===== src/rtl/galaga_duel_core.sv =====
// galaga_duel_core
// Two-player duel controller: per-ship lane tracking, shot resolution between
// aligned ships, armour-before-lives damage, per-player fire cooldown, and an
// IDLE/PLAY/OVER game FSM.
//
// Ports:
//   CLK, RST           clock (rising edge), asynchronous active-high reset
//   START              start/restart request (honoured in IDLE and OVER)
//   LEFTx/RIGHTx/FIREx ship x controls
//   POS1/POS2          ship lanes, 0 = leftmost
//   ALIGN              ships share a lane
//   ARMOR1/2, LIVES1/2 remaining armour and lives
//   STATE              00 IDLE, 01 PLAY, 10 OVER
//   DONE               high while in OVER
//   WINNER             00 none, 01 player 1, 10 player 2
module galaga_duel_core #(
    parameter int LANES    = 3,
    parameter int POS_W    = 2,
    parameter int LIVES    = 3,
    parameter int LIFE_W   = 3,
    parameter int ARMOR    = 1,
    parameter int ARM_W    = 2,
    parameter int COOLDOWN = 2,
    parameter int CD_W     = 2
) (
    input  logic              CLK,
    input  logic              RST,
    input  logic              START,
    input  logic              LEFT1,
    input  logic              RIGHT1,
    input  logic              FIRE1,
    input  logic              LEFT2,
    input  logic              RIGHT2,
    input  logic              FIRE2,
    output logic [POS_W-1:0]  POS1,
    output logic [POS_W-1:0]  POS2,
    output logic              ALIGN,
    output logic [ARM_W-1:0]  ARMOR1,
    output logic [ARM_W-1:0]  ARMOR2,
    output logic [LIFE_W-1:0] LIVES1,
    output logic [LIFE_W-1:0] LIVES2,
    output logic [1:0]        STATE,
    output logic              DONE,
    output logic [1:0]        WINNER
);

    typedef enum logic [1:0] {
        S_IDLE = 2'b00,
        S_PLAY = 2'b01,
        S_OVER = 2'b10
    } state_t;

    localparam logic [POS_W-1:0]  POS_CTR   = POS_W'(LANES / 2);
    localparam logic [POS_W-1:0]  POS_MAX   = POS_W'(LANES - 1);
    localparam logic [LIFE_W-1:0] LIFE_INIT = LIFE_W'(LIVES);
    localparam logic [ARM_W-1:0]  ARM_INIT  = ARM_W'(ARMOR);
    localparam logic [CD_W-1:0]   CD_INIT   = CD_W'(COOLDOWN);

    state_t             state_q, state_d;
    logic [POS_W-1:0]   pos1_q, pos1_d, pos2_q, pos2_d;
    logic [ARM_W-1:0]   armor1_q, armor1_d, armor2_q, armor2_d;
    logic [LIFE_W-1:0]  lives1_q, lives1_d, lives2_q, lives2_d;
    logic [CD_W-1:0]    cd1_q, cd1_d, cd2_q, cd2_d;
    logic [1:0]         winner_q, winner_d;

    logic shot1, shot2, align, hit1, hit2, dead1, dead2;

    // Saturating one-lane move; both or neither direction holds.
    function automatic logic [POS_W-1:0] move(input logic [POS_W-1:0] pos,
                                              input logic l, input logic r);
        logic [POS_W-1:0] res;
        res = pos;
        if (l && !r && pos != '0)
            res = pos - POS_W'(1);
        else if (r && !l && pos != POS_MAX)
            res = pos + POS_W'(1);
        return res;
    endfunction

    // A valid shot reloads the cooldown; otherwise count down and stick at 0.
    function automatic logic [CD_W-1:0] next_cd(input logic [CD_W-1:0] cd,
                                                input logic shot);
        logic [CD_W-1:0] res;
        if (shot)
            res = CD_INIT;
        else if (cd != '0)
            res = cd - CD_W'(1);
        else
            res = '0;
        return res;
    endfunction

    // Armour absorbs a hit first; the last life going flags the ship dead.
    function automatic void take_hit(input  logic [ARM_W-1:0]  arm,
                                     input  logic [LIFE_W-1:0] lives,
                                     output logic [ARM_W-1:0]  arm_n,
                                     output logic [LIFE_W-1:0] lives_n,
                                     output logic              dead);
        arm_n   = arm;
        lives_n = lives;
        dead    = 1'b0;
        if (arm != '0) begin
            arm_n = arm - ARM_W'(1);
        end else if (lives > LIFE_W'(1)) begin
            lives_n = lives - LIFE_W'(1);
        end else begin
            lives_n = '0;
            dead    = 1'b1;
        end
    endfunction

    always_comb begin
        state_d  = state_q;
        pos1_d   = pos1_q;
        pos2_d   = pos2_q;
        armor1_d = armor1_q;
        armor2_d = armor2_q;
        lives1_d = lives1_q;
        lives2_d = lives2_q;
        cd1_d    = cd1_q;
        cd2_d    = cd2_q;
        winner_d = winner_q;
        dead1    = 1'b0;
        dead2    = 1'b0;

        // Hits are judged on the registered (pre-move) positions.
        align = (pos1_q == pos2_q);
        shot1 = FIRE1 && (cd1_q == '0);
        shot2 = FIRE2 && (cd2_q == '0);
        hit2  = shot1 && !shot2 && align;
        hit1  = shot2 && !shot1 && align;

        case (state_q)
            S_IDLE, S_OVER: begin
                if (START) begin
                    state_d  = S_PLAY;
                    pos1_d   = POS_CTR;
                    pos2_d   = POS_CTR;
                    armor1_d = ARM_INIT;
                    armor2_d = ARM_INIT;
                    lives1_d = LIFE_INIT;
                    lives2_d = LIFE_INIT;
                    cd1_d    = '0;
                    cd2_d    = '0;
                    winner_d = 2'b00;
                end
            end
            S_PLAY: begin
                pos1_d = move(pos1_q, LEFT1, RIGHT1);
                pos2_d = move(pos2_q, LEFT2, RIGHT2);
                cd1_d  = next_cd(cd1_q, shot1);
                cd2_d  = next_cd(cd2_q, shot2);
                if (hit2) begin
                    take_hit(armor2_q, lives2_q, armor2_d, lives2_d, dead2);
                    if (dead2) begin
                        state_d  = S_OVER;
                        winner_d = 2'b01;
                    end
                end
                if (hit1) begin
                    take_hit(armor1_q, lives1_q, armor1_d, lives1_d, dead1);
                    if (dead1) begin
                        state_d  = S_OVER;
                        winner_d = 2'b10;
                    end
                end
            end
            default: state_d = S_IDLE;
        endcase
    end

    always_ff @(posedge CLK or posedge RST) begin
        if (RST) begin
            state_q  <= S_IDLE;
            pos1_q   <= POS_CTR;
            pos2_q   <= POS_CTR;
            armor1_q <= ARM_INIT;
            armor2_q <= ARM_INIT;
            lives1_q <= LIFE_INIT;
            lives2_q <= LIFE_INIT;
            cd1_q    <= '0;
            cd2_q    <= '0;
            winner_q <= 2'b00;
        end else begin
            state_q  <= state_d;
            pos1_q   <= pos1_d;
            pos2_q   <= pos2_d;
            armor1_q <= armor1_d;
            armor2_q <= armor2_d;
            lives1_q <= lives1_d;
            lives2_q <= lives2_d;
            cd1_q    <= cd1_d;
            cd2_q    <= cd2_d;
            winner_q <= winner_d;
        end
    end

    assign POS1   = pos1_q;
    assign POS2   = pos2_q;
    assign ALIGN  = align;
    assign ARMOR1 = armor1_q;
    assign ARMOR2 = armor2_q;
    assign LIVES1 = lives1_q;
    assign LIVES2 = lives2_q;
    assign STATE  = state_q;
    assign DONE   = (state_q == S_OVER);
    assign WINNER = winner_q;

endmodule


===== config.mk =====
export PLATFORM = sky130hd
export DESIGN_NAME = galaga_duel_core
export DESIGN_NICKNAME = d
export VERILOG_FILES = /design/src/rtl/galaga_duel_core.sv
export SDC_FILE = /design/constraint.sdc
export NUM_CORES = 1
export LEC_CHECK = 0
export ABC_AREA = 0
export CAP_MARGIN = 10
export CORE_UTILIZATION = 30
export CTS_BUF_LIST = sky130_fd_sc_hd__clkbuf_8 sky130_fd_sc_hd__clkbuf_16
export DETAILED_ROUTE_END_ITERATION = 10
export PLACE_DENSITY = 0.66
export SLEW_MARGIN = 5
export SYNTH_ARGS = -nofsm -noshare
export SYNTH_HDL_FRONTEND = slang
export SYNTH_SLANG_ARGS = --single-unit

===== constraint.sdc =====
create_clock -name CLK -period 1.8 [get_ports CLK]
set_input_delay 0.36 -clock CLK [delete_from_list [all_inputs] [get_ports CLK]]
set_output_delay 0.36 -clock CLK [all_outputs]
set_load 0.03 [all_outputs]

[After elaboration in Yosys (flattened, before gate mapping)]
Cells that the tools add are included.
Operators by class
  add/sub/neg operators: 10
  multiply operators: 0
  div/mod/pow operators: 0
  magnitude comparators: 2
  eq/ne operators: 14
  shift-type cells: 0
  muxes and demuxes: 47
  bitwise operators: 0
  reduce and logical (&&, ||, !) cells: 38
Operators by type and width (count)
  2-bit two-way mux: 22
  2-bit one-hot mux with 2 select lines: 8
  3-bit two-way mux: 7
  2-bit inequality test (second input constant): 9
  4-bit AND reduction: 4
  1-bit logical AND: 14
  2-bit nonzero test: 7
  3-bit one-hot mux with 2 select lines: 2
  2-bit by 1-bit subtractor with 2-bit output (second input constant): 6
  1-bit two-way mux: 8
  3-bit by 1-bit > comparator with 1-bit output (second input constant): 2
  1-bit logical NOT: 6
  2-bit logical NOT: 3
  3-bit inequality test (second input constant): 2
  3-bit AND reduction: 2
  3-bit by 1-bit subtractor with 3-bit output (second input constant): 2
  2-bit by 1-bit adder with 2-bit output (second input constant): 2
  2-bit by 1-bit equality test with 1-bit output (second input constant): 1
  2-bit equality test: 1
  2-bit equality test (second input constant): 1
  2-bit AND reduction: 1
  2-bit OR reduction: 1
Storage, ports and cells
  register bits: 22
  latch bits: 0
  bits in writable memories: 0
  ROM bits: 0
  bits of input ports: 9
  output and inout port bits: 20
  logic and storage cells: 121
  memories: 0

[Logic depth before layout (Yosys ltp)]
Gate-level depths: netlist of the first run.
  depth in word-level cells: 12
  gate-level depth with buffers: 6
  mapped depth without buffers: 5

[Worst setup path after synthesis of the first run]
No wires, ideal clock.
  kind: register to register
  start: register pos1_q[1] (netlist: POS1[1])
  end: register armor1_q[0] (netlist: ARMOR1[0])
  setup time: 0.075 ns
  arrival: 1.690 ns
  data required time: 1.725 ns
  setup slack: 0.035 ns
  cell stages (with the launch flop): 5
  path buffers: 0
  clock period less this slack: 1.765 ns
  cell sequence: dfrtp_1 -> xor2_1 -> nor4b_4 -> nor3b_4 -> mux2i_1
Between the ends
  cells in the longest elaborated chain, start to end: 4
RTL lines
  start: declaration: RTL line 60  | logic [POS_W-1:0] pos1_q, pos1_d, pos2_q, pos2_d;
  start signal: assignment: RTL line 186  | pos1_q <= pos1_d;
  2-bit equality test: RTL line 127  | align = (pos1_q == pos2_q);
  1-bit logical AND: RTL line 131  | hit1 = shot2 && !shot1 && align;
  2-bit inequality test (no source line)
  4-bit AND reduction (no source line)
  end signal: assignment: RTL line 188  | armor1_q <= armor1_d;
  end: declaration: RTL line 61  | logic [ARM_W-1:0] armor1_q, armor1_d, armor2_q, armor2_d;
Every way passes these cells.
A chain may end at the register's enable or synchronous reset.

[Worst setup path after layout of the first run]
  start: input port FIRE1
  end: register lives1_q[1] (netlist: LIVES1[1])
Between the ends
  cells in the longest elaborated chain, start to end: 6
RTL lines
  start: declaration: RTL line 31  | input logic FIRE1,
  1-bit logical AND: RTL line 128  | shot1 = FIRE1 && (cd1_q == '0);
  1-bit logical NOT: RTL line 131
  1-bit logical AND (2 in a row): RTL line 131
  2-bit inequality test (no source line)
  4-bit AND reduction (no source line)
  end signal: assignment: RTL line 190  | lives1_q <= lives1_d;
  end: declaration: RTL line 62  | logic [LIFE_W-1:0] lives1_q, lives1_d, lives2_q, lives2_d;
Every way passes these cells.

==> impl_metrics.toml, run 1 <==
[status]
status = "finished, violations left"
failed_checks = "setup timing"

[global_routing]
busiest_layer = "met2"
gr-total-overflow = 0
grt_usage_pct = 15.7
antenna_found_initial = 0
global_route.usage.met3_pct = 2.14
grt_pass1_wl_um = 5480
grt.met1_usage_pct = 18.4
grt_pass1_vias = 1272
use_met2_pct = 28.7
grt_max_degree = 23

[min_path]
worst_hold_path_type = "in2async"

[critical_path]
required_ns = 1.98
ff2ff_setup_slack_ns = -0.03
crit_start = "FIRE1"
critPathMaxStageDelay_ns = 0.47
reg2regPathDepth = 4
crit_family = "buffers and inverters"
crit_fanout = 6
cp_slowest_cell = "clkdlybuf4s50_1"
crit_top_cell = "buf_4"
crit_type = "in2reg"
start_kind = "input pin"
cp_num_buf_inv = 4
r2r_end = "ARMOR1[0]$_DFFE_PP1P_"
crit_arrival_ns = 2.02
critical_path.cell_chain = "clkdlybuf4s50_1, or3b_4, buf_4, nor4b_4, buf_4, buf_6, a211oi_2, a41oi_2"
end_kind = "register"
timing.rr.start = "cd2_q[0]$_DFFE_PP0P_"

[drt]
drt_iter0_drc = 41
wl_per_cell_um = 14.0
via_per_inst = 5.15
vias = 1237
drc = 0
routed_wl_um = 3370
antenna_left = 0
first_pass_iters = 4

[layout]
layout_commonest_cell = "buf_4"
nets = 204
final_cell_mix = "buf_4, dfrtp_1, clkdlybuf4s50_1"
drive_gt1_share_pct = 29.5
n_antenna_cell = 0
synthToLayoutAreaGrowth_pct = 46.7

[clocking]
clock-root-buffer = "clkbuf_8"
holdBufCountCts = 0
cts.sinks = 22
cts_buffers = 3
clock_latency_ns = 0.26
path_clk_slew_ns = 0.08
htree_levels = 1
clk_path_buf_depth = 2
cts_tree = "yes"

[synthesis]
synth_compound_area_share_pct = 15.6
synth_xor_xnor_area_share_pct = 1.32
synth_top_family_by_area = "simple AND/OR/NAND/NOR gates"
synth_seq_area_share_pct = 42.2
yosysWarnings = 0
synthArstFlopShare_pct = 100
synth.distinct_cells = 44
synth_edf_count = 0
synthMuxAreaShare_pct = 5.37
syn_area_um2 = 1330
synth_top_area_share_pct = 26.4
syn_inst = 138
ys.flop_type = "dfrtp_1"
syn_nets = 151
yosys.area_share.simple_pct = 26.6
synth_adder_area_share_pct = 3.77
synth-seq-cells = 22
yosysTopAreaCell = "dfrtp_1"
yosys-top-cells-area = "dfrtp_1, dfstp_2, mux2i_1"
synth.avg_cell_area_um2 = 9.62

[power_and_ir_drop]
p_leak_nw = 0.916
clkPwrFrac_pct = 11.4
p_switching_mw = 1.36
power_mw = 3.15
swShare_pct = 43.2
p_seq_share_pct = 27.2
irDropWorstVdd_mv = 0.639
powerDensity_nw_per_um2 = 1620
pwr-share-comb_pct = 61.4
internal_power_mw = 1.79

[floorplan]
die-area_um2 = 4690
core_area_um2 = 4120
initial_core_util_pct = 32.3
pin_count = 29
row_count = 23
die_w_um = 68.5
fp.dieH_um = 68.5

[timing]
hold_viol = 0
setup_viol = 3
fin_crit_ns = 1.84
drv_slew = 0
slew_headroom_pct = 74.5
max_freq_ghz = 0.544
worst_pin_slew_ns = 0.378
grt_setup_unrepaired = "yes"
fin_crit_sh_pct = 102
setup_ws_ns = -0.0399
fin_worst_skew_ns = 0.00131

[run]
timing.max_cap.violations = 0

[placed_design]
dp_hpwl_um = 2400
gp_congestion = 0.850
pre_cts_ws_ns = -0.492
portBuffers = 28
logic make-up after synthesis:
family | count (synthesis)
buffers and inverters | 18
xor gates and xnor gates | 2
and+or+nand+nor | 55
AOI/OAI and AO/OA | 30
adders and majority gates | 4
muxes | 7
DFF | 22
cell type report:
cell class,instances,area (um^2)
clock buffer,4,55.1
fill,386,2170
inverter,12,45.0
multi-input combinational,98,742
sequential,22,561
tap,50,62.6
timing repair buffer,54,482
through the flow:
step                cells  hold WS [ns]  util (%)  TNS (ns)  cell area [um^2]
detailed placement    231         0.546      44.2     -5.55              1820
global route          240         0.457      47.3    -0.348              1950
floorplan             138         0.343         -         0              1330
global placement      231         0.524      44.2     -4.85              1820
finish                240         0.422      47.3   -0.0920              1950
CTS                   238         0.430      46.0    -0.156              1890
Yosys cell counts (2+ instances only):
library cell / number
or3_1: 3
clkbuf_1: 6
nor2b_1: 5
dfstp_2: 8
a211oi_1: 2
nor2_1: 7
o311ai_0: 2
a21oi_1: 5
dfrtp_1: 14
nor3b_1: 2
nand3_1: 4
nand4_1: 4
o22ai_1: 2
nand2b_1: 6
ha_1: 4
nor3_1: 2
xor2_1: 2
mux2i_1: 6
inv_1: 12
o31ai_1: 3
nand2_1: 11
o21ai_0: 6
repair_timing:
action | 4_1_cts | 5_1_grt
endpoints found under the setup margin | 26 | 16
setup buffers | 3 | 2
resized for setup | 17 | 13
pin swaps | 3 | 6
metal layers:
metal,up-vias,routed length [um]
li1,601,-
met1,596,1380
met2,33,1800
met3,7,130
met4,0,57
met5,-,0
power groups by stage:
stage                     clock network, mW  registers (mW)  logic (mW)
after CTS                             0.371           0.856        1.85
after global routing                  0.386           0.886        2.10
after detailed placement                  0           0.865        1.86
after global placement                    0           0.853        1.80
after floorplan                           0            1.15       0.799
final                                 0.360           0.859        1.93
worst max-delay path by stage:
stage,end,slack (ns),depth (start not counted)
2_1_floorplan,ARMOR1[0]$_DFFE_PP1P_,0.04,4
4_1_cts,ARMOR1[0]$_DFFE_PP1P_,-0.08,6
5_1_grt,ARMOR1[0]$_DFFE_PP1P_,-0.10,4
3_3_place_gp,ARMOR1[0]$_DFFE_PP1P_,-0.42,5
6_report,LIVES1[1]$_DFFE_PP1P_,-0.04,8
3_5_place_dp,ARMOR1[0]$_DFFE_PP1P_,-0.49,5
worst reg2reg max path, cell delays in order (launching register included):
cell and delay, ns:
dfrtp_1 0.39, or3b_4 0.42, nor4b_4 0.42, nor3b_4 0.29, mux2i_1 0.23
flip-flops by register name (all words and copies together) (netlist names):
| name | flops |
|---|---|
| POS2 | 2 |
| LIVES1 | 3 |
| ARMOR1 | 2 |
| ARMOR2 | 2 |
| STATE | 2 |
| POS1 | 2 |
| cd1_q | 2 |
| LIVES2 | 3 |
| WINNER | 2 |
| cd2_q | 2 |
Note: power is estimated with default switching activity, not from simulation.
==> run 2: changes to the inputs <==
--- a/config.mk
+++ b/config.mk
@@ -6,10 +6,11 @@
 export NUM_CORES = 1
 export LEC_CHECK = 0
 export ABC_AREA = 0
-export CAP_MARGIN = 10
+export CAP_MARGIN = 20
 export CORE_UTILIZATION = 30
 export CTS_BUF_LIST = sky130_fd_sc_hd__clkbuf_8 sky130_fd_sc_hd__clkbuf_16
 export DETAILED_ROUTE_END_ITERATION = 10
+export HOLD_SLACK_MARGIN = 0.03
 export PLACE_DENSITY = 0.66
 export SLEW_MARGIN = 5
 export SYNTH_ARGS = -nofsm -noshare
==> results of run 2 <==
No change in the layout: final DEF, timing and power equal those of run 1.
==> run 3: changes to the inputs <==
--- a/config.mk
+++ b/config.mk
@@ -9,6 +9,7 @@
 export CAP_MARGIN = 20
 export CORE_UTILIZATION = 30
 export CTS_BUF_LIST = sky130_fd_sc_hd__clkbuf_8 sky130_fd_sc_hd__clkbuf_16
+export CTS_CLUSTER_DIAMETER = 30
 export DETAILED_ROUTE_END_ITERATION = 10
 export HOLD_SLACK_MARGIN = 0.03
 export PLACE_DENSITY = 0.66
==> results of run 3 <==
No change in the layout: final DEF, timing and power equal those of run 1.
